<file path="src/rtl/pipeline_ctrl_pkg.sv">
`default_nettype none
// ============================================================================
//  pipeline_ctrl_pkg
//  Shared encodings for the EX-stage hazard controller: FP sequencer states,
//  FP operation codes and default FPU latencies.
//  Ports: none (package)
//  Revision: 1.0 - initial release
// ============================================================================
package pipeline_ctrl_pkg;

  typedef enum logic [1:0] {
    ST_IDLE    = 2'd0,
    ST_FP_EXEC = 2'd1,
    ST_FP_DONE = 2'd2
  } fp_state_t;

  localparam logic [1:0] FP_ADD = 2'b00;
  localparam logic [1:0] FP_SUB = 2'b01;
  localparam logic [1:0] FP_MUL = 2'b10;
  localparam logic [1:0] FP_DIV = 2'b11;

  localparam int DEF_ADD_LAT = 3;
  localparam int DEF_MUL_LAT = 4;
  localparam int DEF_DIV_LAT = 12;
  localparam int DEF_CNT_W   = 4;

endpackage
`default_nettype wire

</file>
<file path="src/rtl/fp_latency_counter.sv">
`default_nettype none
// ============================================================================
//  fp_latency_counter
//  Down-counter for the FP sequencer: parallel load, decrement, zero detect.
//  Ports:
//    clk, reset (async active-low)
//    load      - load load_val (has priority over dec)
//    load_val  - value to load (latency - 1)
//    dec       - decrement; saturates at zero
//    cnt       - current count
//    zero      - cnt == 0
//  Revision: 1.0 - initial release
// ============================================================================
module fp_latency_counter #(
  parameter int CNT_W = 4
) (
  input  logic             clk,
  input  logic             reset,
  input  logic             load,
  input  logic [CNT_W-1:0] load_val,
  input  logic             dec,
  output logic [CNT_W-1:0] cnt,
  output logic             zero
);

  always_ff @(posedge clk or negedge reset) begin
    if (!reset) begin
      cnt <= '0;
    end else if (load) begin
      cnt <= load_val;
    end else if (dec && (cnt != '0)) begin
      cnt <= cnt - 1'b1;
    end
  end

  assign zero = (cnt == '0);

endmodule
`default_nettype wire

</file>
<file path="src/rtl/ex_stage_hazard_ctrl.sv">
`default_nettype none
// ============================================================================
//  ex_stage_hazard_ctrl
//  EX-stage sequencer: stalls the front end for multi-cycle FP ops, inserts a
//  bubble on load-use, and flushes IF/ID + ID/EX on a taken branch in EX/MEM.
//  Ports:
//    clk, reset (async active-low)
//    id_ex_*          - decoded info of the instruction in ID/EX
//    if_id_rs/rt      - source registers of the instruction in IF/ID
//    ex_mem_branch/zero_flag - taken-branch detect in EX/MEM
//    pc_write, if_id_write, id_ex_write - pipeline register load enables
//    if_id_flush, id_ex_bubble, ex_mem_bubble - squash controls
//    fpu_start, fpu_op - FPU launch pulse and operation
//    fp_busy          - FP op in progress
//  Revision: 1.0 - initial release
// ============================================================================
module ex_stage_hazard_ctrl
  import pipeline_ctrl_pkg::*;
#(
  parameter int ADD_LAT = DEF_ADD_LAT,
  parameter int MUL_LAT = DEF_MUL_LAT,
  parameter int DIV_LAT = DEF_DIV_LAT,
  parameter int CNT_W   = DEF_CNT_W
) (
  input  logic       clk,
  input  logic       reset,
  input  logic       id_ex_valid,
  input  logic       id_ex_fp,
  input  logic [1:0] id_ex_fp_op,
  input  logic       id_ex_mem_read,
  input  logic [4:0] id_ex_rt,
  input  logic [4:0] if_id_rs,
  input  logic [4:0] if_id_rt,
  input  logic       ex_mem_branch,
  input  logic       ex_mem_zero_flag,
  output logic       pc_write,
  output logic       if_id_write,
  output logic       if_id_flush,
  output logic       id_ex_write,
  output logic       id_ex_bubble,
  output logic       ex_mem_bubble,
  output logic       fpu_start,
  output logic [1:0] fpu_op,
  output logic       fp_busy
);

  // Counter reload values: the start cycle already counts as one FPU cycle.
  localparam logic [CNT_W-1:0] ADD_LD = CNT_W'(ADD_LAT - 1);
  localparam logic [CNT_W-1:0] MUL_LD = CNT_W'(MUL_LAT - 1);
  localparam logic [CNT_W-1:0] DIV_LD = CNT_W'(DIV_LAT - 1);

  fp_state_t        state;
  fp_state_t        state_next;
  logic [CNT_W-1:0] cnt;
  logic [CNT_W-1:0] lat_ld;
  logic             cnt_zero;
  logic             cnt_load;
  logic             cnt_dec;
  logic             flush;
  logic             load_use;

  assign flush = ex_mem_branch & ex_mem_zero_flag;

  assign load_use = id_ex_valid & id_ex_mem_read & (id_ex_rt != 5'd0) &
                    ((id_ex_rt == if_id_rs) | (id_ex_rt == if_id_rt));

  always_comb begin
    case (id_ex_fp_op)
      FP_ADD, FP_SUB: lat_ld = ADD_LD;
      FP_MUL:         lat_ld = MUL_LD;
      default:        lat_ld = DIV_LD;
    endcase
  end

  fp_latency_counter #(
    .CNT_W(CNT_W)
  ) u_cnt (
    .clk      (clk),
    .reset    (reset),
    .load     (cnt_load),
    .load_val (lat_ld),
    .dec      (cnt_dec),
    .cnt      (cnt),
    .zero     (cnt_zero)
  );

  always_ff @(posedge clk or negedge reset) begin
    if (!reset) begin
      state <= ST_IDLE;
    end else begin
      state <= state_next;
    end
  end

  always_comb begin
    state_next    = state;
    pc_write      = 1'b1;
    if_id_write   = 1'b1;
    id_ex_write   = 1'b1;
    if_id_flush   = 1'b0;
    id_ex_bubble  = 1'b0;
    ex_mem_bubble = 1'b0;
    fpu_start     = 1'b0;
    fp_busy       = 1'b0;
    cnt_load      = 1'b0;
    cnt_dec       = 1'b0;

    case (state)
      ST_IDLE: begin
        // reset gates the launch so no start pulse leaks out while in reset
        if (reset && id_ex_valid && id_ex_fp && !flush) begin
          fpu_start     = 1'b1;
          pc_write      = 1'b0;
          if_id_write   = 1'b0;
          id_ex_write   = 1'b0;
          ex_mem_bubble = 1'b1;
          cnt_load      = 1'b1;
          state_next    = ST_FP_EXEC;
        end else if (load_use) begin
          pc_write     = 1'b0;
          if_id_write  = 1'b0;
          id_ex_bubble = 1'b1;
        end
      end
      ST_FP_EXEC: begin
        fp_busy       = 1'b1;
        pc_write      = 1'b0;
        if_id_write   = 1'b0;
        id_ex_write   = 1'b0;
        ex_mem_bubble = 1'b1;
        cnt_dec       = 1'b1;
        if (cnt_zero) begin
          state_next = ST_FP_DONE;
        end
      end
      ST_FP_DONE: begin
        // result is captured into EX/MEM; the FP instruction leaves ID/EX now
        state_next = ST_IDLE;
      end
      default: begin
        state_next = ST_IDLE;
      end
    endcase

    if (flush) begin
      if_id_flush  = 1'b1;
      id_ex_bubble = 1'b1;
    end
  end

  assign fpu_op = fpu_start ? id_ex_fp_op : 2'b00;

endmodule
`default_nettype wire

</file>
<file path="config.mk">
export PLATFORM = sky130hd
export DESIGN_NAME = ex_stage_hazard_ctrl
export DESIGN_NICKNAME = d
export VERILOG_FILES = /design/src/rtl/pipeline_ctrl_pkg.sv /design/src/rtl/fp_latency_counter.sv /design/src/rtl/ex_stage_hazard_ctrl.sv
export SDC_FILE = /design/constraint.sdc
export NUM_CORES = 1
export LEC_CHECK = 0
export BUFFER_PORTS_ARGS = -buffer_cell sky130_fd_sc_hd__buf_4
export CAP_MARGIN = 0
export CORE_AREA = 2 2 39 41
export DETAILED_ROUTE_END_ITERATION = 7
export DIE_AREA = 0 0 41 43
export GPL_ROUTABILITY_DRIVEN = 0
export PLACE_DENSITY = 0.82
export SYNTH_ARGS = -nofsm -noshare
export SYNTH_HDL_FRONTEND = slang
export SYNTH_SLANG_ARGS = --single-unit
</file>
<file path="constraint.sdc">
create_clock -name clk -period 2.35 [get_ports clk]
set_input_delay 0.1175 -clock clk [delete_from_list [all_inputs] [get_ports clk]]
set_output_delay 0.1175 -clock clk [all_outputs]
set_load 0.005 [all_outputs]
</file>
==> qor.yml, run 1 <==
logic_synthesis:
  ys_seq_area_share_pct: 28.8
  synthCells: 58
  syn_avg_cell_area_um2: 9.00
  synth_area_um2: 522
  synth_fp_nets: 84
  ys_seq_elements: 6
  ys_warn_count: 0
  synth.distinct_cells: 26
clock_network:
  path_clk_slew_ns: 0.05
  cts-htree-levels: 1
  post_cts_resized: 0
  clk_latency_ns: 0.24
  root_buffer: "clkbuf_4"
  cts_made_buffers: 3
  cts_tree: "done"
  clock-sinks: 6
  cts_buffer_depth: 2
sta:
  hold_ws_ns: 0.106
  hold_violations: 0
  fin_crit_ns: 1.76
  worstMarginPinSlew_ns: 0.440
  max_freq_mhz: 570
  rsz0062_at_grt: "false"
  tns_ns: 0
  setup_viol: 0
  max_slew_margin_pct: 70.4
  min_period_over_period_pct: 74.7
  slew_viol_final: 0
  finClkSkew_ns: 0.000702
worst_hold_path:
  worstHoldStart: "id_ex_fp_op[0]"
  hp-class: "in2reg"
  min_path_cells: 3
  holdPathEnd: "u_cnt.cnt[3]$_DFFE_PN0P_"
global_routing:
  grt_use_met1_pct: 15.0
  grt_max_degree: 10
  antenna_found_initial: 0
  use_met2_pct: 29.4
  grt_most_used_layer: "met2"
  grt_pass1_vias: 530
  overflow: 0
  grt_usage_pct: 16.4
  grt_pass1_wl_um: 1940
  use_met3_pct: 4.19
layout:
  mostFrequentLayoutCells: "buf_4 (33), xnor2_1 (11), nand3_1 (6), dfrtp_1 (6), inv_1 (4)"
  final_net_count: 122
  n_antenna_cell: 0
  area_delta_synth_final_pct: 56.1
  mostFrequentLayoutCell: "buf_4"
  drive_above_1_share_pct: 44.7
  nFillCells: 127
  final_util_pct: 58.9
worst_setup_path:
  rr_endpoint: "u_cnt.cnt[1]$_DFFE_PN0P_"
  crit_type: "in2out"
  worstReg2RegStart: "u_cnt.cnt[0]$_DFFE_PN0P_"
  cp_data_arrival_time_ns: 1.64
  r2r_slack_ns: 0.80
  path_max_fanout: 9
  crit_start: "reset"
  cp-start-kind: "input pin"
  endpoint_kind: "output port"
  required_ns: 2.23
  rr_worst_depth: 6
floorplan:
  dieArea_um2: 1760
  dieHeight_um: 43
  initial_core_util_pct: 37.7
  coreArea_um2: 1380
  io-pin-count: 34
  die_w_um: 41
  num_rows: 14
drt:
  wl_per_cell_um: 11.4
  vias_per_cell: 4.99
  drt_iter0_drc: 2
  post-route-drc-count: 0
  dr.pass1.iters: 4
  ant_nets: 0
  routed_wl_um: 1260
  vias: 549
pwr:
  ir_drop_mv: 0.449
  powerDensity_nw_per_um2: 801
  leakage_nw: 0.393
  power_uw: 653
run:
  maxCapViolCount: 0
placed_design:
  port_buffers: 33
  hpwl_um: 1080
run_status:
  run_status: "completed"
-- kinds of logic (layout without fill, tap and decap cells) --
logic type | after synthesis | in the layout | synth area share (%)
XOR/XNOR | 13 | 13 | 21.8
buffers and inverters | 5 | 41 | 4.32
AO/OA/AOI/OAI | 8 | 8 | 10.8
AND/OR/NAND/NOR | 24 | 24 | 29.5
flip-flops | 6 | 6 | 28.8
adder cells (fa/ha/maj) | 2 | 2 | 4.80
-- state kept, by name, summed over array words and instances (netlist names) --
name       count
u_cnt.cnt      4
state          2
-- worst max-delay path, stage by stage --
cell and delay (ns):
dlygate4sd3_1 0.52, buf_4 0.15, nand3_1 0.16, nor4_4 0.36, and2_1 0.22, buf_4 0.11
-- synthesized netlist by cell type --
| cell | count | area share, % |
|---|---|---|
| xnor2_1 | 11 | 18 |
| dfrtp_1 | 6 | 29 |
| nand3_1 | 6 | 5.8 |
| inv_1 | 4 | 2.9 |
| nand2_1 | 3 | 2.2 |
| nor2_1 | 3 | 2.2 |
| nor3_1 | 3 | 2.9 |
| ha_1 | 2 | 4.8 |
| o21ai_0 | 2 | 1.9 |
| xor2_1 | 2 | 3.4 |
| a211o_1 | 1 | 1.7 |
| a211oi_1 | 1 | 1.4 |
| a21oi_1 | 1 | 0.96 |
| a41o_2 | 1 | 2.2 |
| and2_1 | 1 | 1.2 |
| and2_2 | 1 | 1.4 |
| and2_4 | 1 | 1.7 |
| and2b_1 | 1 | 1.4 |
| buf_4 | 1 | 1.4 |
| nand2_4 | 1 | 2.2 |
| nand2b_1 | 1 | 1.2 |
| nor2b_1 | 1 | 1.2 |
| nor4_4 | 1 | 4.1 |
| o21bai_1 | 1 | 1.4 |
| o22ai_1 | 1 | 1.2 |
| or3b_4 | 1 | 2.2 |
-- worst max-delay path by stage --
stage                                to  slack [ns]  cells past startpoint
2_1_floorplan  u_cnt.cnt[1]$_DFFE_PN0P_        0.87                      6
3_3_place_gp   u_cnt.cnt[1]$_DFFE_PN0P_        0.85                      6
3_5_place_dp   u_cnt.cnt[1]$_DFFE_PN0P_        0.80                      6
4_1_cts                       fpu_op[1]        0.54                      6
5_1_grt                       fpu_op[1]        0.44                      6
6_report                      fpu_op[1]        0.59                      6
-- through the flow --
stage / instance area [um2] / cells / worst slack, ns
after CTS: 815 / 110 / 0.540
final: 815 / 110 / 0.595
after floorplan: 522 / 58 / 0.871
after global routing: 815 / 110 / 0.436
after detailed placement: 782 / 106 / 0.803
after global placement: 782 / 106 / 0.851
-- cell type report --
class	count	area, um2	area share [%]
clock buffers	3	22.5	2.76
inverters	4	15.0	1.84
multi-input cells	47	349	42.9
flip-flops and latches	6	150	18.4
well taps	16	20.0	2.46
repair buffers	34	258	31.6
-- report_power, final --
| part | switching, mW | total [mW] | internal [mW] |
|---|---|---|---|
| registers | 0.0399 | 0.192 | 0.153 |
| clock network | 0.0387 | 0.0966 | 0.0579 |
| logic | 0.167 | 0.364 | 0.197 |
-- per-layer routing --
metal,vias up,routed length (um)
li1,272,-
met1,248,435
met2,29,652
met3,0,171
met4,0,0
met5,-,0
-- repair_timing --
action | 4_1_cts | 5_1_grt
hold buffers | 1 | 0
setup buffers | 0 | 0
endpoints found under the hold margin | 6 | 0
(Power assumes the default switching activity.)
==> inputs of run 2 (changes only) <==
- ABC_AREA: unset -> 1
- CORE_AREA: 2 2 39 41 -> unset
- CORE_MARGIN: unset -> 2
- CORE_UTILIZATION: unset -> 39
- DIE_AREA: 0 0 41 43 -> unset
- PLACE_DENSITY: 0.82 -> 0.81
- clock period: 2.35 -> 1.49 ns (I/O delays scaled with it)
==> qor.yml, run 2 <==
floorplan:
  dieHeight_um: 44.6  # was 43 um
  io-pin-count: 34  # unchanged
  die_w_um: 44.6  # was 41 um
  initial_core_util_pct: 42.1  # was 37.7%
  dieArea_um2: 1990  # was 1760 um2
  num_rows: 14  # unchanged
  coreArea_um2: 1520  # was 1380 um2
layout:
  final_net_count: 173  # was 122
  area_delta_synth_final_pct: 45.6  # was 56.1%
  reg_top3: "u_cnt.cnt x4, state x2"  # unchanged
  n_antenna_cell: 0  # unchanged
  largest_register_ffs: 4  # unchanged
  mostFrequentLayoutCells: "nand2_1 (37), buf_4 (33), inv_1 (25), nor2_1 (14), nand3_1 (8)"  # was buf_4 (33), xnor2_1 (11), nand3_1 (6), dfrtp_1 (6), inv_1 (4)
  nFillCells: 146  # was 127
  drive_above_1_share_pct: 31.7  # was 44.7%
  mostFrequentLayoutCell: "nand2_1"  # was buf_4
  top_register: "u_cnt.cnt"  # unchanged
logic_synthesis:
  synth_top_area_cell: "dfrtp_1"  # unchanged
  synth_edf_count: 0  # unchanged
  ys_top_cells_by_area: "dfrtp_1 (23%), nand2_1 (22%), inv_1 (15%)"  # was dfrtp_1 (29%), xnor2_1 (18%), nand3_1 (5.8%)
  synthCells: 109  # was 58
  synth.top_cell.area_share_pct: 23.4  # was 28.8%
  ys.flop_type: "dfrtp_1"  # unchanged
  synth_common_cells: "nand2_1 (37), inv_1 (25), nor2_1 (14), nand3_1 (8), dfrtp_1 (6)"  # was xnor2_1 (11), dfrtp_1 (6), nand3_1 (6), inv_1 (4)
  syn_avg_cell_area_um2: 5.89  # was 9.00 um2
  ys_seq_elements: 6  # unchanged
  synth.distinct_cells: 19  # was 26
  synthArstFlopShare_pct: 100  # unchanged
  synth_most_common_cell: "nand2_1"  # was xnor2_1
  synth_area_um2: 642  # was 522 um2
  ys_warn_count: 0  # unchanged
  ys_seq_area_share_pct: 23.4  # was 28.8%
  synth_fp_nets: 135  # was 84
worst_setup_path:
  required_ns: 1.62  # was 2.23 ns
  critPathSlowestCell: "dfrtp_1"  # was dlygate4sd3_1
  crit_type: "reg2reg"  # was in2out
  path_max_fanout: 6  # was 9
  rr_endpoint: "u_cnt.cnt[0]$_DFFE_PN0P_"  # was u_cnt.cnt[1]$_DFFE_PN0P_
  cp-start-kind: "flop"  # was input pin
  r2r_slack_ns: 0.19  # was 0.80 ns
  worstReg2RegStart: "u_cnt.cnt[0]$_DFFE_PN0P_"  # unchanged
  endpoint_kind: "flop"  # was output port
  path_cells: "inv_1, ha_1, nand3_1, nand2_4, nand2_1, a31o_2"  # was dlygate4sd3_1, buf_4, nand3_1, nor4_4, and2_1, buf_4
  cpPeakStageDelay_ns: 0.37  # was 0.52 ns
  rr_worst_depth: 6  # unchanged
  cp_data_arrival_time_ns: 1.43  # was 1.64 ns
sta:
  tns_ns: 0  # unchanged
  max_freq_mhz: 770
  hold_violations: 0  # unchanged
  setup_slack_ns: 0.191  # was 0.595 ns
  rsz0062_at_grt: "false"  # unchanged
  finClkSkew_ns: 0.00183  # was 0.000702 ns
  min_period_over_period_pct: 87.2
  hold_ws_ns: 0.136  # was 0.106 ns
  setup_viol: 0  # unchanged
  slew_viol_final: 0  # unchanged
  worstMarginPinSlew_ns: 0.279  # was 0.440 ns
  max_slew_margin_pct: 81.3  # was 70.4%
  fin_crit_ns: 1.30
clock_network:
  clk_latency_ns: 0.24  # about the same
  postCtsSetupRepairBufs: 0  # unchanged
  post_cts_resized: 0  # unchanged
  path_clk_slew_ns: 0.05  # about the same
  cts_made_buffers: 3  # unchanged
  root_buffer: "clkbuf_4"  # unchanged
  cts_buffer_depth: 2  # unchanged
  cts-htree-levels: 1  # unchanged
  cts_hold_buffers: 1  # unchanged
  clock-sinks: 6  # unchanged
  cts_tree: "done"  # unchanged
drt:
  post-route-drc-count: 0  # unchanged
  dr.pass1.iters: 4  # unchanged
  vias: 714  # was 549
  vias_per_cell: 4.43  # was 4.99
  drt_iter0_drc: 11  # was 2
  ant_nets: 0  # unchanged
  wl_per_cell_um: 9.66  # was 11.4 um
  routed_wl_um: 1560  # was 1260 um
placed_design:
  port_buffers: 33  # unchanged
  place_ws_ns: 0.197  # was 0.803 ns
  hpwl_um: 1310  # was 1080 um
pwr:
  leakage_nw: 0.600  # was 0.393 nW
  powerDensity_nw_per_um2: 1140  # was 801 nW/um2
  ir_drop_mv: 0.751  # was 0.449 mV
worst_hold_path:
  hp-class: "in2reg"  # unchanged
  holdPathEnd: "u_cnt.cnt[3]$_DFFE_PN0P_"  # unchanged
  worstHoldStart: "id_ex_fp_op[0]"  # unchanged
  min_path_cells: 5  # was 3
run_status:
  run_status: "completed"  # unchanged
global_routing:
  grt_pass1_vias: 663  # was 530
  grt_max_degree: 10  # unchanged
  grt_usage_pct: 17.6  # was 16.4%
  antenna_found_initial: 0  # unchanged
  grt_pass1_wl_um: 2590  # was 1940 um
  overflow: 0  # unchanged
run:
  maxCapViolCount: 0  # unchanged
## run 2: kinds of logic (layout without fill, tap and decap cells)
family          Yosys count  after routing  share of synthesized area (%)
compound gates            4              4                           4.09
xor+xnor                  3              3                           4.09
fa+ha+maj                 2              2                           3.90
buf+inv                  28             64                           17.0
flops                     6              6                           23.4
simple gates             66             66                           47.6
## run 2: area by class of cell
class                   instances  area [um2]  share of cell area (%)
multi-input cells              75         383                    41.0
repair buffers                 34         258                    27.6
flip-flops and latches          6         150                    16.1
inverters                      27         101                    10.8
clock buffers                   3        22.5                    2.41
well taps                      16        20.0                    2.14
## run 2: worst max-delay path by stage
stage,from,to,slack [ns],cells past startpoint
2_1_floorplan,u_cnt.cnt[0]$_DFFE_PN0P_,u_cnt.cnt[0]$_DFFE_PN0P_,0.28,6
3_3_place_gp,u_cnt.cnt[0]$_DFFE_PN0P_,u_cnt.cnt[0]$_DFFE_PN0P_,0.25,6
3_5_place_dp,u_cnt.cnt[0]$_DFFE_PN0P_,u_cnt.cnt[2]$_DFFE_PN0P_,0.20,8
4_1_cts,state[0]$_DFFE_PN0P_,id_ex_bubble,0.18,6
5_1_grt,u_cnt.cnt[0]$_DFFE_PN0P_,u_cnt.cnt[2]$_DFFE_PN0P_,0.04,8
6_report,u_cnt.cnt[0]$_DFFE_PN0P_,u_cnt.cnt[0]$_DFFE_PN0P_,0.19,6
## run 2: metal layers
metal | wire length, um | GRT usage [%]
met1 | 656 | 19.0
met2 | 783 | 34.5
met3 | 115 | 2.45
met4 | 0 | 5.45
met5 | 0 | 0
## run 2: where the power goes
group	switching, mW	internal, mW
Clock	0.0617	0.0913
Combinational	0.345	0.299
Sequential	0.0298	0.235
Total	0.436	0.625
## run 2: per-stage QoR
step | total power, mW | utilization (%) | instances | instance area [um2]
after floorplan | 0.684 | - | 109 | 642
after global placement | 0.880 | 59.2 | 157 | 902
after detailed placement | 0.911 | 59.2 | 157 | 902
after CTS | 1.07 | 61.3 | 161 | 935
after global routing | 1.17 | 61.3 | 161 | 935
final | 1.06 | 61.3 | 161 | 935
## run 2: critical path: cells and delay by family (launching register included)
family,cells,cell delay (ns)
compound gates,1,0.23
buf+inv,1,0.11
simple gates,3,0.31
fa+ha+maj,1,0.17
flops,1,0.37
